===== config.mk =====
export PLATFORM = sky130hd
export DESIGN_NAME = audio_in_pitch_detect
export DESIGN_NICKNAME = d
export VERILOG_FILES = /design/src/rtl/audio_in_pitch_detect.sv
export SDC_FILE = /design/constraint.sdc
export NUM_CORES = 1
export LEC_CHECK = 0
export BUFFER_PORTS_ARGS = -buffer_cell sky130_fd_sc_hd__buf_2
export CAP_MARGIN = 20
export CORE_UTILIZATION = 55
export CTS_CLUSTER_DIAMETER = 40
export CTS_CLUSTER_SIZE = 28
export DETAILED_ROUTE_END_ITERATION = 8
export PLACE_DENSITY = 0.78
export SYNTH_ARGS = -nofsm -noshare
export SYNTH_HDL_FRONTEND = slang
export SYNTH_SLANG_ARGS = --single-unit

===== constraint.sdc =====
create_clock -name CLOCK_50 -period 4.57 [get_ports CLOCK_50]
set_input_delay 0.6855 -clock CLOCK_50 [delete_from_list [all_inputs] [get_ports CLOCK_50]]
set_output_delay 0.6855 -clock CLOCK_50 [all_outputs]
set_load 0.01 [all_outputs]

===== src/rtl/audio_in_pitch_detect.sv =====
// Pops left ADC samples and measures tone period by hysteresis rising-edge spacing; outputs update 1 cycle after a pop.
// Pops whenever the input FIFO is non-empty, so the Audio_Controller FIFO is the only backpressure.
module audio_in_pitch_detect #(
  parameter logic signed [31:0] THRESH = 32'sd20000000,
  parameter int MIN_PERIOD   = 16,
  parameter int MAX_PERIOD   = 2047,
  parameter int TOL          = 2,
  parameter int STABLE_COUNT = 4,
  parameter int PW           = 12
) (
  input  logic          CLOCK_50,
  input  logic          resetn,
  input  logic          audio_in_available,
  input  logic [31:0]   left_channel_audio_in,
  output logic          read_audio_in,
  output logic [PW-1:0] period,
  output logic          period_valid,
  output logic          tone_present,
  output logic          stable
);
  localparam int SW = $clog2(STABLE_COUNT + 1);
  localparam logic [PW-1:0] MIN_P = PW'(MIN_PERIOD);
  localparam logic [PW-1:0] MAX_P = PW'(MAX_PERIOD);
  localparam logic [PW-1:0] TOL_P = PW'(TOL);
  localparam logic [SW-1:0] SC_P  = SW'(STABLE_COUNT);

  typedef enum logic [1:0] {S_INIT, S_LOW, S_HIGH} lvl_t;

  lvl_t          state, state_nxt;
  logic          sample_ev, is_high, is_low, rise;
  logic [PW-1:0] cnt, cnt_inc, delta;
  logic          have_edge, first;
  logic [SW-1:0] stab_cnt, stab_nxt;
  logic          arm, accept, timeout;

  assign read_audio_in = audio_in_available & resetn;
  assign sample_ev     = read_audio_in;
  assign is_high       = $signed(left_channel_audio_in) >= THRESH;
  assign is_low        = $signed(left_channel_audio_in) <= -THRESH;

  always_ff @(posedge CLOCK_50 or negedge resetn) begin
    if (!resetn) state <= S_INIT;
    else         state <= state_nxt;
  end

  always_comb begin
    state_nxt = state;
    rise      = 1'b0;
    if (sample_ev) begin
      case (state)
        S_INIT: begin
          if (is_high)     state_nxt = S_HIGH;
          else if (is_low) state_nxt = S_LOW;
        end
        S_LOW: begin
          if (is_high) begin
            state_nxt = S_HIGH;
            rise      = 1'b1;
          end
        end
        S_HIGH: begin
          if (is_low) state_nxt = S_LOW;
        end
        default: state_nxt = S_INIT;
      endcase
    end
  end

  // cnt_inc is the edge-to-edge distance if this sample turns out to be a rising edge
  always_comb begin
    cnt_inc = cnt + 1'b1;
    arm     = rise & ~have_edge;
    accept  = rise & have_edge & (cnt_inc >= MIN_P);
    timeout = sample_ev & ~arm & ~accept & (cnt_inc >= MAX_P);
    delta   = (cnt_inc >= period) ? (cnt_inc - period) : (period - cnt_inc);
    if (first)               stab_nxt = '0;
    else if (delta <= TOL_P) stab_nxt = (stab_cnt == SC_P) ? SC_P : stab_cnt + 1'b1;
    else                     stab_nxt = '0;
  end

  always_ff @(posedge CLOCK_50 or negedge resetn) begin
    if (!resetn) begin
      cnt          <= '0;
      have_edge    <= 1'b0;
      first        <= 1'b0;
      stab_cnt     <= '0;
      period       <= '0;
      period_valid <= 1'b0;
      tone_present <= 1'b0;
      stable       <= 1'b0;
    end else begin
      period_valid <= 1'b0;
      if (sample_ev) begin
        if (arm) begin
          have_edge <= 1'b1;
          cnt       <= '0;
          first     <= 1'b1;
        end else if (accept) begin
          period       <= cnt_inc;
          period_valid <= 1'b1;
          tone_present <= 1'b1;
          cnt          <= '0;
          first        <= 1'b0;
          stab_cnt     <= stab_nxt;
          stable       <= (stab_nxt == SC_P);
        end else begin
          // glitch edges fall through here: counting continues from the last accepted edge
          cnt <= (cnt == MAX_P) ? cnt : cnt_inc;
          if (timeout) begin
            tone_present <= 1'b0;
            stable       <= 1'b0;
            stab_cnt     <= '0;
            have_edge    <= 1'b0;
          end
        end
      end
    end
  end
endmodule


# --- Word level (Yosys, flattened, before mapping) ---
# Cells that the tools add are included.
totals:
  register_bits: 34
  input_bits: 35
  output_inout_bits: 16
  elab_cells: 73
classes:
  addsub: 4
  order_cmp: 6
  eq_ne: 8
  muxes: 26
  n_bitwise: 10
  n_reduce_logical: 10
ops:
  columns: ["cell", "n"]
  rows:
  - ["$mux W12", 4]
  - ["$ge A32 B26 Y1 const B", 1]
  - ["$le A32 B26 Y1 const B", 1]
  - ["$sub A12 B12 Y12", 2]
  - ["$mux W3", 5]
  - ["$mux W1", 13]
  - ["$add A12 B1 Y12 const B", 1]
  - ["$eq A12 B11 Y1 const B", 1]
  - ["$ge A12 B11 Y1 const B", 1]
  - ["$ge A12 B12 Y1", 1]
  - ["$ge A12 B5 Y1 const B", 1]
  - ["$le A12 B2 Y1 const B", 1]
  - ["$reduce_and A3 Y1", 3]
  - ["$and A1 B1 Y1", 7]
  - ["$eq A3 B3 Y1 const B", 2]
  - ["$mux W2", 3]
  - ["$pmux W2 S3", 1]
  - ["$reduce_and A2 Y1", 3]
  - ["$reduce_bool A2 Y1", 3]
  - ["$ne A2 B2 Y1 const B", 2]
  - ["$add A3 B1 Y3 const B", 1]
  - ["$ne A3 B3 Y1 const B", 1]
  - ["$not A1 Y1", 3]
  - ["$eq A2 B1 Y1 const B", 1]
  - ["other kinds (2)", 2]

# --- Logic depth before layout (Yosys ltp) ---
logic_depth:
  ltp_word: 12
  ltp_mapped: 16
  mapped_depth_nobuf: 14

# --- Worst setup path before layout ---
# OpenSTA, ideal clock, no wires.
synth_path:
  kind: "register -> register"
  from: "register cnt[1]"
  to: "register stab_cnt[2]"
  setup_ns: 0.078
  arrival_ns: 3.601
  required_time_ns: 4.492
  path_slack_ns: 0.891
  path_stages_with_launch: 17
  n_path_buf: 2
  synth_period_minus_slack_ns: 3.679
  path_cell_list: "dfrtp_1 ha_1 nand4_1 or3_1 and2_1 inv_1 ha_1 buf_2 nand4_1 a311o_1 o211a_1 buf_2 or4_1 and4_1 nor3b_1 a41oi_1 a21oi_1"
synth_via:
  elab_chain_cells: 8
  word_cells_on_any_way: 17
  cone_classes: "add/sub (3); order compare (4); mux (4); bitwise (4); reduce/logical (2)"
synth_rtl:
  columns: ["element", "line_no", "rtl"]
  rows:
  - ["start: declaration", "31", "logic [PW-1:0] cnt, cnt_inc, delta;"]
  - ["start signal: assignment", "108", "cnt <= (cnt == MAX_P) ? cnt : cnt_inc;"]
  - ["$add A12 B1 Y12 *", "71", "cnt_inc = cnt + 1'b1;"]
  - ["named net cnt_inc[8]", "31", null]
  - ["branches (longest 7 deep; another with $sub A12 B12 Y12)", null, null]
  - ["end signal: assignment", "104", "stab_cnt <= stab_nxt;"]
  - ["end: declaration", "33", "logic [SW-1:0] stab_cnt, stab_nxt;"]
# Mark *: on every way through the listed nets, which the timed path passes.
# A chain may end at the register's enable or synchronous reset.

# --- Worst setup path in the final report ---
# Same ends and word-level chain as after synthesis.

==> summary.txt <==
Cells and area
  • Fillers: 516
  • Fin area: 0.00371 mm2
  • Ant. Diodes: 0
  • Seq. cell area: 852 um2
  • Multi-input gate area: 0.00220 mm2
  • Share of layout cells above drive strength 1: 16.3%
  • Nets@finish: 529
  • Layout Area Growth over Synthesis: 12.1%

CTS
  • CTS buffer count: 5
  • Clock Pin Slew Worst Setup and Hold Paths: 70 ps
  • CTS tree: yes
  • Clock net sink count: 34
  • H-tree levels: 2
  • Cts hold-fix bufs: 0
  • Cell chosen for the clock root: clkbuf_8
  • Clock latency on the worst-skew pair: 290 ps
  • Postcts setup bufs: 0
  • Clk buf depth: 2
  • CTS resizes: 0

Detailed routing
  • Antenna-violating nets left: 0
  • Average wire per standard cell: 15.4 um
  • DR iter-0 viols: 266
  • 1st-pass router iterations: 6
  • Via density: 6.28
  • DR vias: 3,380
  • Final wirelength: 8.30 mm
  • Residual DRC: 0

Global route
  • Grt ovf: 0
  • Vias in the first global route: 3,095
  • Initial antenna violation count: 0
  • Gr usage total: 28.0%
  • Largest net degree at the start of global routing: 35
  • First-pass GRT wire length: 14.1 mm

Place
  • GP Congestion: 0.924
  • IO Port Bufs: 50
  • DP HPWL: 6.48 mm
  • Post-DP Area: 0.00360 mm2

Synthesis
  • Synth Cell Area: 0.00331 mm2
  • Syn_nets: 484
  • Netlist cell types: 68
  • Sequential share of the synthesized area: 25.7%
  • Avg Cell Area, Syn: 7.88 um2
  • Most used DFF post-synth: dfrtp_1
  • Synth Register Bits: 34
  • Post-synth EDFFs: 0
  • Async set-reset flop share out of synthesis: 100%
  • Area leader, netlist: dfrtp_1
  • Synth warnings: 0
  • Mapped Cells: 420
  • Synth top area cells: dfrtp_1, ha_1, inv_1
  • Yosys top cell area share: 25.7%

STA
  • Fin. max-slew vios: 0
  • Highest clock rate: 0.241 GHz
  • Crit share post-route: 90.7%
  • Sum Neg Setup Slack: 0 ps
  • Minimum clock period after layout: 4150 ps
  • RSZ-0062 raised after global routing: false
  • Slew @ Worst Pin: 826 ps
  • Final setup vio count: 0
  • Skew final: 7.51 ps
  • Final Hold Fails: 0
  • Relative slew slack: 44.5%

Floorplan
  • Rows: 27
  • Core Box Area: 0.00564 mm2
  • Die Width: 79.6 um
  • Die area: 0.00633 mm2
  • I/O pin cnt: 51
  • Initial Utilization: 58.7%
  • Die Span Y: 79.6 um

Setup path
  • CP cell instances: ha_1 > nand4_1 > o21ai_0 > and2_1 > inv_1 > ha_1 > nand4_1 > a311o_1 > o211a_1 > or4_1 > and4_1 > nor3b_1 > a41oi_1 > a21oi_1
  • Startpoint types: flip-flop
  • Reg-to-reg setup timing slack: 420 ps
  • WP buf/inv: 1
  • Max stage delay on crit path: 520 ps
  • Crit path DAT: 4370 ps
  • Type of the worst setup path: flip-flop to flip-flop
  • Worst Setup SP: cnt[1]
  • Worst r2r src: cnt[1]
  • Crit-path slowest cell: or4_1
  • Reg2reg end: stab_cnt[2]
  • CP required: 4790 ps
  • Max FO, Critical Path: 9
  • Worst Setup End Kind: flip-flop
  • Reg2Reg Depth: 14
  • Crit-path leading delay family: simple AND/OR/NAND/NOR gates

Status
  • Status: finished clean

Power
  • Worst vdd rail ir drop: 0.383 mV
  • PwrDens: 548 mW/mm2
  • Static Leak: 1.70 nW

Worst hold path
  • Hold/Removal Path Class: input pin to async pin

Flow run
  • Max-cap viol count: 0
[metrics by stage]
| stage | worst slack, ps | std cells | total power, W | hold WS, ps | utilization [%] |
|---|---|---|---|---|---|
| 3_3_place_gp | 592 | 530 | 0.00170 | 486 | 63.8 |
| 2_1_floorplan | 891 | 420 | 0.00140 | 390 | - |
| 4_1_cts | 405 | 538 | 0.00202 | 489 | 65.7 |
| 5_1_grt | 11.5 | 538 | 0.00220 | 503 | 65.8 |
| 3_5_place_dp | 424 | 530 | 0.00173 | 490 | 63.8 |
| 6_report | 425 | 538 | 0.00203 | 472 | 65.8 |
[placed cells by master, fill, tap and decap left out, types with 7 or more instances in the layout]
master    instances
nand3_1          17
o31ai_1          14
nand4_1          11
a21o_1            7
o211ai_1         10
inv_1            42
buf_2            50
o21ai_0          19
ha_1             27
buf_4             7
nor3_1            9
a31oi_1           7
nor2_1           32
dfrtp_1          33
nand2_1          32
a21oi_1          31
[worst register-to-register path, cell delays in order, from the launching register on]
cell and delay [ps]:
dfrtp_1 470, ha_1 310, nand4_1 280, o21ai_0 290
and2_1 220, inv_1 70, ha_1 420, nand4_1 240
a311o_1 370, o211a_1 230, or4_1 520, and4_1 210
nor3b_1 180, a41oi_1 140, a21oi_1 130
[cell families (layout without fill, tap and decap cells)]
logic type               Yosys count  count (layout)  synth area share (%)
adder cells (fa/ha/maj)           29              29                  11.4
buffers and inverters             61             107                  7.90
AND/OR/NAND/NOR                  148             148                  23.6
XOR/XNOR                           9               9                  2.38
multiplexers                       1               1                 0.302
AO/OA/AOI/OAI                    138             138                  28.7
flip-flops                        34              34                  25.7
[report_power, final]
part / internal, W / switching, W / total (W)
sequential: 0.000384 / 0.0000917 / 0.000475
clock: 0.000160 / 0.000113 / 0.000274
combinational: 0.000508 / 0.000775 / 0.00128
total: 0.00105 / 0.000981 / 0.00203
[worst max-delay path by stage]
stage	endpoint	slack, ps	depth (start not counted)
after CTS	stab_cnt[2]	400	14
after global placement	stab_cnt[2]	590	14
after global routing	stab_cnt[0]	10	14
final	stab_cnt[2]	420	14
after detailed placement	stab_cnt[2]	420	14
after floorplan	stab_cnt[2]	890	16
[flip-flops by register name (all words and copies together), names as in the netlist]
signal        cells
state             2
stab_cnt          3
cnt              12
period           12
first             1
have_edge         1
tone_present      1
stable            1
period_valid      1
[per-layer routing]
metal	global-route usage, %	routed length, um	part of all wire, %
met5	0	0	0
met3	4.46	366	4.4
met2	46.2	3990	48
met1	37.3	3820	46
met4	8.55	120	1.4
[final cells by class]
class                   count  share of cell area, %
multi-input cells         325                   59.3
flip-flops and latches     34                   23.0
repair buffers             57                   8.16
inverters                  42                   4.25
well taps                  72                   2.43
clock buffers               5                   1.85
clock inverters             3                   1.08
[cell usage after synthesis, types with 7 or more instances]
library cell,n
inv_1,42
dfrtp_1,34
nand2_1,32
nor2_1,32
a21oi_1,31
ha_1,27
o21ai_0,19
nand3_1,17
o31ai_1,14
nand4_1,11
buf_2,10
o211ai_1,10
nor3_1,9
a21o_1,7
a31oi_1,7
Note: power is estimated with default switching activity, not from simulation.
